### src/rtl/demultiplexador_quatro_reg.sv
// Registered 1-to-4 demultiplexer: one input word per handshake, steered by selecao into
// one of four holding registers, each with its own valid/ready toward its consumer.
// Optional saturating blocked-cycle counter on port bloqueios when DEMUX_BLOQUEIOS_EN is defined.
module demultiplexador_quatro_reg #(
   parameter int LARGURA = 8
) (
   input  logic               clock,
   input  logic               reset,
   input  logic [1:0]         selecao,
   input  logic [LARGURA-1:0] entrada,
   input  logic               entrada_valida,
   output logic               entrada_pronta,
   output logic [LARGURA-1:0] saida0,
   output logic [LARGURA-1:0] saida1,
   output logic [LARGURA-1:0] saida2,
   output logic [LARGURA-1:0] saida3,
   output logic [3:0]         saida_valida,
   input  logic [3:0]         saida_pronta,
   output logic [7:0]         contador
`ifdef DEMUX_BLOQUEIOS_EN
   ,
   output logic [7:0]         bloqueios
`endif
);

   // Handshake: a transfer happens on a rising edge where valid and ready are both high.
   // entrada_pronta looks only at the addressed channel and never depends on entrada_valida;
   // saida_valida[N] is the per-channel state itself (1 = CHEIO) and never depends on saida_pronta.
   typedef enum logic {
      VAZIO = 1'b0,
      CHEIO = 1'b1
   } estado_t;

   logic                w_aceite;
   logic [LARGURA-1:0]  w_dado [4];
   logic [7:0]          r_contador;

   assign entrada_pronta = ~saida_valida[selecao] | saida_pronta[selecao];
   assign w_aceite       = entrada_valida & entrada_pronta;

   for (genvar n = 0; n < 4; n++) begin : g_canal
      localparam logic [1:0] CANAL = 2'(n);

      estado_t            r_estado;
      estado_t            w_prox_estado;
      logic [LARGURA-1:0] r_dado;
      logic               w_carga;
      logic               w_consumo;

      assign w_carga   = w_aceite & (selecao == CANAL);
      assign w_consumo = (r_estado == CHEIO) & saida_pronta[n];

      always_ff @(posedge clock) begin
         if (reset) begin
            r_estado <= VAZIO;
         end else begin
            r_estado <= w_prox_estado;
         end
      end

      // A load while CHEIO only happens together with a consume: pass-through, stays CHEIO.
      always_comb begin
         w_prox_estado = r_estado;
         case (r_estado)
            VAZIO:   if (w_carga) w_prox_estado = CHEIO;
            CHEIO:   if (w_consumo && !w_carga) w_prox_estado = VAZIO;
            default: w_prox_estado = VAZIO;
         endcase
      end

      // The data register keeps its last word after a consume; only a load overwrites it.
      always_ff @(posedge clock) begin
         if (reset) begin
            r_dado <= '0;
         end else if (w_carga) begin
            r_dado <= entrada;
         end
      end

      assign saida_valida[n] = (r_estado == CHEIO);
      assign w_dado[n]       = r_dado;
   end

   assign saida0 = w_dado[0];
   assign saida1 = w_dado[1];
   assign saida2 = w_dado[2];
   assign saida3 = w_dado[3];

   always_ff @(posedge clock) begin
      if (reset) begin
         r_contador <= 8'd0;
      end else if (w_aceite) begin
         r_contador <= r_contador + 8'd1;
      end
   end

   assign contador = r_contador;

`ifdef DEMUX_BLOQUEIOS_EN
   logic       w_bloqueado;
   logic [7:0] r_bloqueios;

   assign w_bloqueado = entrada_valida & ~entrada_pronta;

   always_ff @(posedge clock) begin
      if (reset) begin
         r_bloqueios <= 8'd0;
      end else if (w_bloqueado && (r_bloqueios != 8'hFF)) begin
         r_bloqueios <= r_bloqueios + 8'd1;
      end
   end

   assign bloqueios = r_bloqueios;
`endif

endmodule

### config.mk
export PLATFORM = sky130hd
export DESIGN_NAME = demultiplexador_quatro_reg
export DESIGN_NICKNAME = d
export VERILOG_FILES = /design/src/rtl/demultiplexador_quatro_reg.sv
export SDC_FILE = /design/constraint.sdc
export NUM_CORES = 1
export LEC_CHECK = 0
export ABC_AREA = 1
export CORE_MARGIN = 4
export CORE_UTILIZATION = 40
export DETAILED_ROUTE_END_ITERATION = 16
export PLACE_DENSITY_LB_ADDON = 0.3
export SYNTH_ARGS = -nofsm -noshare
export SYNTH_HDL_FRONTEND = slang
export SYNTH_SLANG_ARGS = --single-unit
### constraint.sdc
create_clock -name clock -period 1.5 [get_ports clock]
set_input_delay 0.15 -clock clock [delete_from_list [all_inputs] [get_ports clock]]
set_output_delay 0.15 -clock clock [all_outputs]
set_load 0.02 [all_outputs]
# Word-level counts from Yosys, hierarchy flattened

Cells that the tools add are included.

Reductions and logical operators: 9
Bitwise gates (word level): 15
Add/sub/neg operators: 1
$lt $le $gt $ge: 1
Equal/unequal tests: 3
Muxes and demuxes: 16

Operator list:

| kind                                                                  | count |
|---|---|
| 1-bit two-way mux                                                     | 10 |
| 1-bit bitwise AND                                                     | 9 |
| 8-bit by 1-bit adder with 8-bit output, second input constant         | 1 |
| 1-bit one-hot mux with 2 select lines                                 | 4 |
| 1-bit NOT                                                             | 5 |
| 1-bit binary-select mux with 2-bit select                             | 2 |
| 2-bit equality test, second input constant                            | 2 |
| 1-bit logical AND                                                     | 4 |
| 1-bit logical NOT                                                     | 4 |
| 2-bit by 3-bit < comparator with 1-bit output, second input constant  | 1 |
| 2-bit by 1-bit equality test with 1-bit output, second input constant | 1 |
| 2-bit logical NOT                                                     | 1 |
| 1-bit OR                                                              | 1 |

Register bits after elaboration: 44
Logic and storage cells: 54
Input port bits: 17

# Depth between registers and ports, before layout

Gate-level depths: netlist of the first run.

Depth in word-level cells: 10
Mapped depth: 12
Depth with buffers taken out: 10

# Least setup slack after synthesis of the first run

No wires, ideal clock.

Path type: reg-to-reg
Start point: register r_contador[0] (netlist: contador[0])
End point: register r_contador[6] (netlist: contador[6])
Setup slack: 181 ps
Required time: 1368 ps
Setup time: 132 ps
Buffers on the path: 0
Arrival time: 1187 ps
Cell stages (with the launch flop): 7
Cell sequence: dfxtp_1 > ha_1 > nand3_1 > o21ai_0 > nand2_1 > nand3_1 > a21oi_1

Longest elaborated chain between the ends: 1

RTL lines:

| what                                   | RTL line | text |
|---|---|---|
| start: declaration                     | 36       | `logic [7:0] r_contador;` |
| start signal: assignment               | 93       | `r_contador <= r_contador + 8'd1;` |
| 8-bit by 1-bit adder with 8-bit output | 93       |  |

Every way passes these cells.
A chain may end at the register's enable or synchronous reset.

# Worst setup path after layout of the first run

Start point: register r_contador[7] (netlist: contador[7])
End point: output port contador[7]

RTL lines:

| what             | RTL line | text |
|---|---|---|
| end: declaration | 19       | `output logic [7:0] contador` |

No word-level cell between the ends.

==> impl_metrics.csv, run 1 <==
group,metric,value,unit
clock_tree,clk_path_buf_depth,2,
final_layout,layout.nets,444,
pwr,power_density,861.9,nW/µm²
worst_setup_path,crit_required,1.35,ns
route,ant_nets,0,
clock_tree,cts.sink_count,44,
worst_setup_path,max_stage_delay,0.63,ns
final_layout,syn_to_final_growth,39.88,%
placed_design,portBuffers,61,
timing,timing.final.ws_setup,0.05500,ns
timing,rsz0062_at_grt,"no",
timing,fin_skew,0.006486,ns
final_layout,diodes,0,
clock_tree,cts_buffers,5,
clock_tree,ctsHtreeMaxLevel,2,
worst_setup_path,critPathArrivalTime,1.30,ns
placed_design,detailed_place_hpwl,4231,µm
worst_setup_path,cp_max_fo,4,
timing,setup_viol,0,
final_layout,nFillCells,567,
global_routing,grt_pass1_vias,2259,
route,drc_errors,0,
worst_setup_path,end_kind,"primary output",
route,wl,5866,µm
worst_setup_path,worstSetupPathType,"reg2out",
logic_synthesis,synth-seq-cells,44,
die,core_area,5608,µm²
final_layout,regArea,880.8,µm²
logic_synthesis,syn_area,2343,µm²
die,rows,27,
route,wl_met3,271,µm
route,maxUsedRoutingLayer,"met4",
pwr,power.leakage,1.625,nW
pwr,power.total,0.002825,W
clock_tree,insertion_delay,0.30,ns
logic_synthesis,syn_nets,377,
flow_run,cap_violations,0,
final_layout,fin_util,58.46,%
final_layout,multi_input_area,1041,µm²
logic_synthesis,yosys.area.top_type,"dfxtp_1",
clock_tree,tritoncts,"yes",
worst_setup_path,slowest_stage,"clkdlybuf4s50_1",
worst_setup_path,cp_top_family,"buffers and inverters",
logic_synthesis,synth_common_cells,"nand2_1 (96), inv_1 (83), dfxtp_1 (44)",
route,firstDrtPassIters,4,
global_routing,grt_overflow,0,
worst_setup_path,cp_num_buf_inv,1,
hold_path,hp-class,"in2reg",
clock_tree,clk_pin_slew,0.08,ns
timing,fmax,0.6920,GHz
timing,min_period_over_period,96.33,%
route,routedWlPerCell,11.76,µm
placed_design,place.gp.congestion,0.8027,
logic_synthesis,synth_flop_cell,"dfxtp_1",
logic_synthesis,syn_inst,359,
logic_synthesis,synth.most_common_cell,"nand2_1",
timing,setup_tns,0,ns
route,dr_wl_met2,2824,µm
die,dieArea,7147,µm²
global_routing,grt_first_pass_wirelength,9770,µm
logic_synthesis,synth_warnings,0,
route,wl_met1,2668,µm
clock_tree,hold_buffers,0,
route,first_iter_violations,135,
route,viasPerCell,4.657,
timing,slew_headroom,78.72,%
logic_synthesis,synth.distinct_cells,26,
pwr,vdd_drop_max,554.2,µV
die,die_x,84.54,µm
logic_synthesis,synth.top_cell.area_share,37.59,%
timing,hold_viol_final,0,
placed_design,dp_slack,-0.5068,ns
timing,report.final.slew_viol_count,0,
clock_tree,cts-root-buf,"clkbuf_8",
die,dieHeight,84.54,µm
worst_setup_path,worst_setup_path_start_kind,"flop",
logic_synthesis,synth_edf_count,0,
logic_synthesis,synth_area_per_cell,6.528,µm²
outcome,status,"completed",
global_routing,antenna_found_initial,0,
route,num_vias,2324,
global_routing,grt_max_degree,44,
timing,fin_crit,1.445,ns
global_routing,grt_util_all_layers,16.60,%
logic_synthesis,ys_seq_area_share,37.59,%
timing,worst_pin_slew,0.3192,ns
die,start_util,41.79,%
worst_setup_path,crit_chain,"clkdlybuf4s50_1",
die,io_pins,62,
final_layout,drive_above_1_share,9.836,%
logic_synthesis,yosys-top-cells-area,"dfxtp_1 (38%), nand2_1 (15%), inv_1 (13%)",
logic_synthesis,synth_async_sr_flop_share,0,%
==> worst paths after layout <==
path         slack [ns]             endpoint                 from  depth (start not counted)
max                0.05          contador[7]          contador[7]                          1
min                0.47  g_canal[2].r_estado           selecao[1]                          6
max reg2reg        0.17          contador[0]  g_canal[3].r_estado                          9
min reg2reg        0.49  g_canal[0].r_estado  g_canal[0].r_estado                          2
==> power breakdown <==
| group | switching [W] | leakage, nW | internal [W] |
|---|---|---|---|
| Combinational | 0.000323 | 1.20 | 0.000258 |
| Sequential | 0.0000344 | 0.359 | 0.00122 |
| Clock | 0.000398 | 0.0645 | 0.000588 |
| Total | 0.000755 | 1.62 | 0.00207 |
==> metal layers <==
| layer | track usage (%) | vias up |
|---|---|---|
| met3 | 3.533 | 12 |
| met4 | 6.475 | 0 |
| li1 | - | 1219 |
| met2 | 28.61 | 53 |
| met5 | 0 | - |
| met1 | 20.10 | 1040 |
==> registers in the layout, summed over array words and instances (netlist names) <==
signal and count:
saida3 8, saida2 8, saida1 8, contador 8
saida0 8, g_canal.r_estado 4
==> final cells by class <==
| cell class | count | share of cell area [%] |
|---|---|---|
| Inverter | 88 | 10.15 |
| Tap cell | 72 | 2.748 |
| Clock buffer | 7 | 2.939 |
| Timing Repair Buffer | 78 | 24.62 |
| Multi-Input combinational cell | 209 | 31.76 |
| Sequential cell | 44 | 26.87 |
| Clock inverter | 1 | 0.9160 |
==> metrics by stage <==
step	hold slack [ns]	cells	instance area (µm²)
2_1_floorplan	0.3133	359	2344
3_3_place_gp	0.4759	488	3053
3_5_place_dp	0.4784	488	3053
4_1_cts	0.4915	496	3204
5_1_grt	0.5301	499	3278
6_report	0.4741	499	3278
==> layout by cell type, fill, tap and decap left out, drive strengths merged, types with 6 or more instances in the layout <==
cell,Yosys,layout
clkbuf,3,8
nand3,16,17
inv,86,86
a21oi,10,10
nor2,42,42
buf,16,17
nand2,99,99
clkdlybuf4s50,0,51
dlygate4sd2,0,6
dfxtp,44,44
nand4,34,34
==> cell families (layout without fill, tap and decap cells) <==
family          after synthesis  in the layout  synth area share [%]
simple gates                191            192                 38.28
compound gates               13             13                 2.776
xor+xnor                      3              3                 1.121
flops                        44             44                 37.59
buf+inv                     107            174                 19.70
fa+ha+maj                     1              1                0.5338
==> timing repair <==
action / 4_1_cts / 5_1_grt
setup endpoints to repair: 42 / 46
cloned: 0 / 2
setup buffers: 0 / 1
pin swaps: 0 / 1
gates resized for setup: 17 / 10
endpoints found under the hold margin: 0 / 0
No activity file was read; power rests on OpenSTA's default activity.
==> inputs of run 2 (changes only) <==
--- a/config.mk
+++ b/config.mk
@@ -6,7 +6,7 @@
 export NUM_CORES = 1
 export LEC_CHECK = 0
 export ABC_AREA = 1
-export CORE_MARGIN = 4
+export CORE_MARGIN = 5
 export CORE_UTILIZATION = 40
 export DETAILED_ROUTE_END_ITERATION = 16
 export PLACE_DENSITY_LB_ADDON = 0.3
==> run 2 against run 1 <==
  * Routed wire length is 2.3% higher
  * Non-clock buffer count is 1 higher
  * First-iteration DRC count is 18% lower
  * Sequential cell count stayed put
  * Clock-buffer cell count is 1 higher
==> impl_metrics.csv, run 2 (synthesized netlist as in run 1, its figures left out) <==
group,metric,value,unit
worst_setup_path,worstSetupPathType,"reg2out",
timing,fmax,0.6826,GHz
clock_tree,tritoncts,"yes",
route,routedWlPerCell,11.93,µm
route,firstDrtPassIters,5,
flow_run,cap_violations,0,
global_routing,antenna_found_initial,0,
clock_tree,clk_path_buf_depth,2,
final_layout,drive_above_1_share,10.21,%
hold_path,hp-class,"reg2reg",
timing,slew_headroom,78.95,%
worst_setup_path,cp_max_fo,5,
global_routing,grt_pass1_vias,2040,
die,io_pins,62,
route,ant_nets,0,
final_layout,final_cell_mix,"nand2_1 (96), inv_1 (83), clkdlybuf4s50_1 (51)",
placed_design,place.gp.congestion,0.8122,
die,core_area,5608,µm²
worst_setup_path,crit_required,1.35,ns
worst_setup_path,max_stage_delay,0.63,ns
final_layout,layout.nets,448,
timing,min_period_over_period,97.67,%
placed_design,dp_cells,489,
outcome,status,"completed",
route,viasPerCell,4.583,
route,num_vias,2305,
worst_setup_path,critPathArrivalTime,1.32,ns
final_layout,final_cells,503,
die,die_x,86.54,µm
clock_tree,cts.sink_count,44,
die,dieArea,7489,µm²
route,wl,6000,µm
worst_setup_path,worst_setup_path_start_kind,"flop",
clock_tree,clk_pin_slew,0.07,ns
timing,setup_viol,0,
worst_setup_path,cp_num_buf_inv,1,
global_routing,grt_overflow,0,
route,drc_errors,0,
placed_design,detailed_place_hpwl,4129,µm
placed_design,portBuffers,61,
timing,worst_pin_slew,0.3157,ns
timing,rsz0062_at_grt,"no",
clock_tree,cts-root-buf,"clkbuf_8",
worst_setup_path,cp_top_family,"buffers and inverters",
clock_tree,insertion_delay,0.29,ns
worst_setup_path,end_kind,"primary output",
global_routing,grt_max_degree,44,
die,dieHeight,86.54,µm
clock_tree,ctsHtreeMaxLevel,2,
timing,report.final.slew_viol_count,0,
die,start_util,41.79,%
pwr,vdd_drop_max,532.6,µV
final_layout,layout_commonest_cell,"nand2_1",
clock_tree,cts_buffers,5,
worst_setup_path,slowest_stage,"clkdlybuf4s50_1",
pwr,power.leakage,1.603,nW
die,rows,27,
pwr,power.total,0.002603,W
route,first_iter_violations,111,
pwr,power_density,795.7,nW/µm²
global_routing,grt_first_pass_wirelength,9032,µm
final_layout,syn_to_final_growth,39.56,%
timing,hold_viol_final,0,
timing,fin_crit,1.465,ns
timing,setup_tns,0,ns
final_layout,diodes,0,
global_routing,grt_util_all_layers,15.02,%
timing,fin_skew,0.006530,ns
worst_setup_path,crit_chain,"clkdlybuf4s50_1",
-- run 2: cell type report --
type	count	area, µm²
clock buffer	8	90.09
fill	558	2337
inverter	88	332.8
multi-input combinational	212	1071
sequential	44	880.8
tap	72	90.09
timing repair buffer	79	805.8
-- run 2: layer usage --
layer | global-route usage, % | share of wire, % | vias up
met5 | 0 | 0 | -
li1 | - | - | 1230
met4 | 6.516 | 1.7 | 0
met1 | 19.24 | 45 | 988
met3 | 3.707 | 7.2 | 12
met2 | 23.92 | 47 | 75
-- run 2: final timing paths --
kind | start | to | slack [ns] | depth (start not counted)
worst min-delay path | g_canal[0].r_estado | g_canal[0].r_estado | 0.49 | 2
worst max-delay path | contador[6] | contador[6] | 0.03 | 1
worst max register to register | g_canal[2].r_estado | g_canal[0].r_estado | 0.19 | 9
worst min register to register | g_canal[0].r_estado | g_canal[0].r_estado | 0.49 | 2
-- run 2: timing repair --
action / 4_1_cts / 5_1_grt
hold buffers: 0 / 0
buffers inserted: 0 / 1
gates resized for setup: 14 / 12
pin swaps: 0 / 4
gates cloned: 0 / 5
endpoints found under the setup margin: 42 / 41
-- run 2: worst register-to-register path, stage by stage (launching register included) --
cell	delay (ns)
dfxtp_1	0.34
nand2_1	0.07
nand2_1	0.04
nand2_1	0.06
nand2_1	0.08
nand2_4	0.12
buf_6	0.18
nand3_4	0.11
buf_4	0.15
a21oi_1	0.10
-- run 2: stage by stage --
| stage | hold slack (ns) | cell area (µm²) | utilization (%) | setup slack, ns |
|---|---|---|---|---|
| floorplan | 0.3133 | 2344 | - | 0.1807 |
| finish | 0.4893 | 3271 | 58.32 | 0.03496 |
| CTS | 0.4918 | 3148 | 56.14 | -0.02841 |
| global route | 0.5330 | 3271 | 58.32 | 0.001377 |
| global placement | 0.4726 | 3060 | 54.57 | -0.4563 |
| detailed placement | 0.4814 | 3060 | 54.57 | -0.5069 |
-- run 2: power breakdown --
group | total (W) | switching [W] | internal [W]
Combinational | 0.000588 | 0.000329 | 0.000259
Clock | 0.000755 | 0.000379 | 0.000376
Sequential | 0.00126 | 0.0000350 | 0.00122
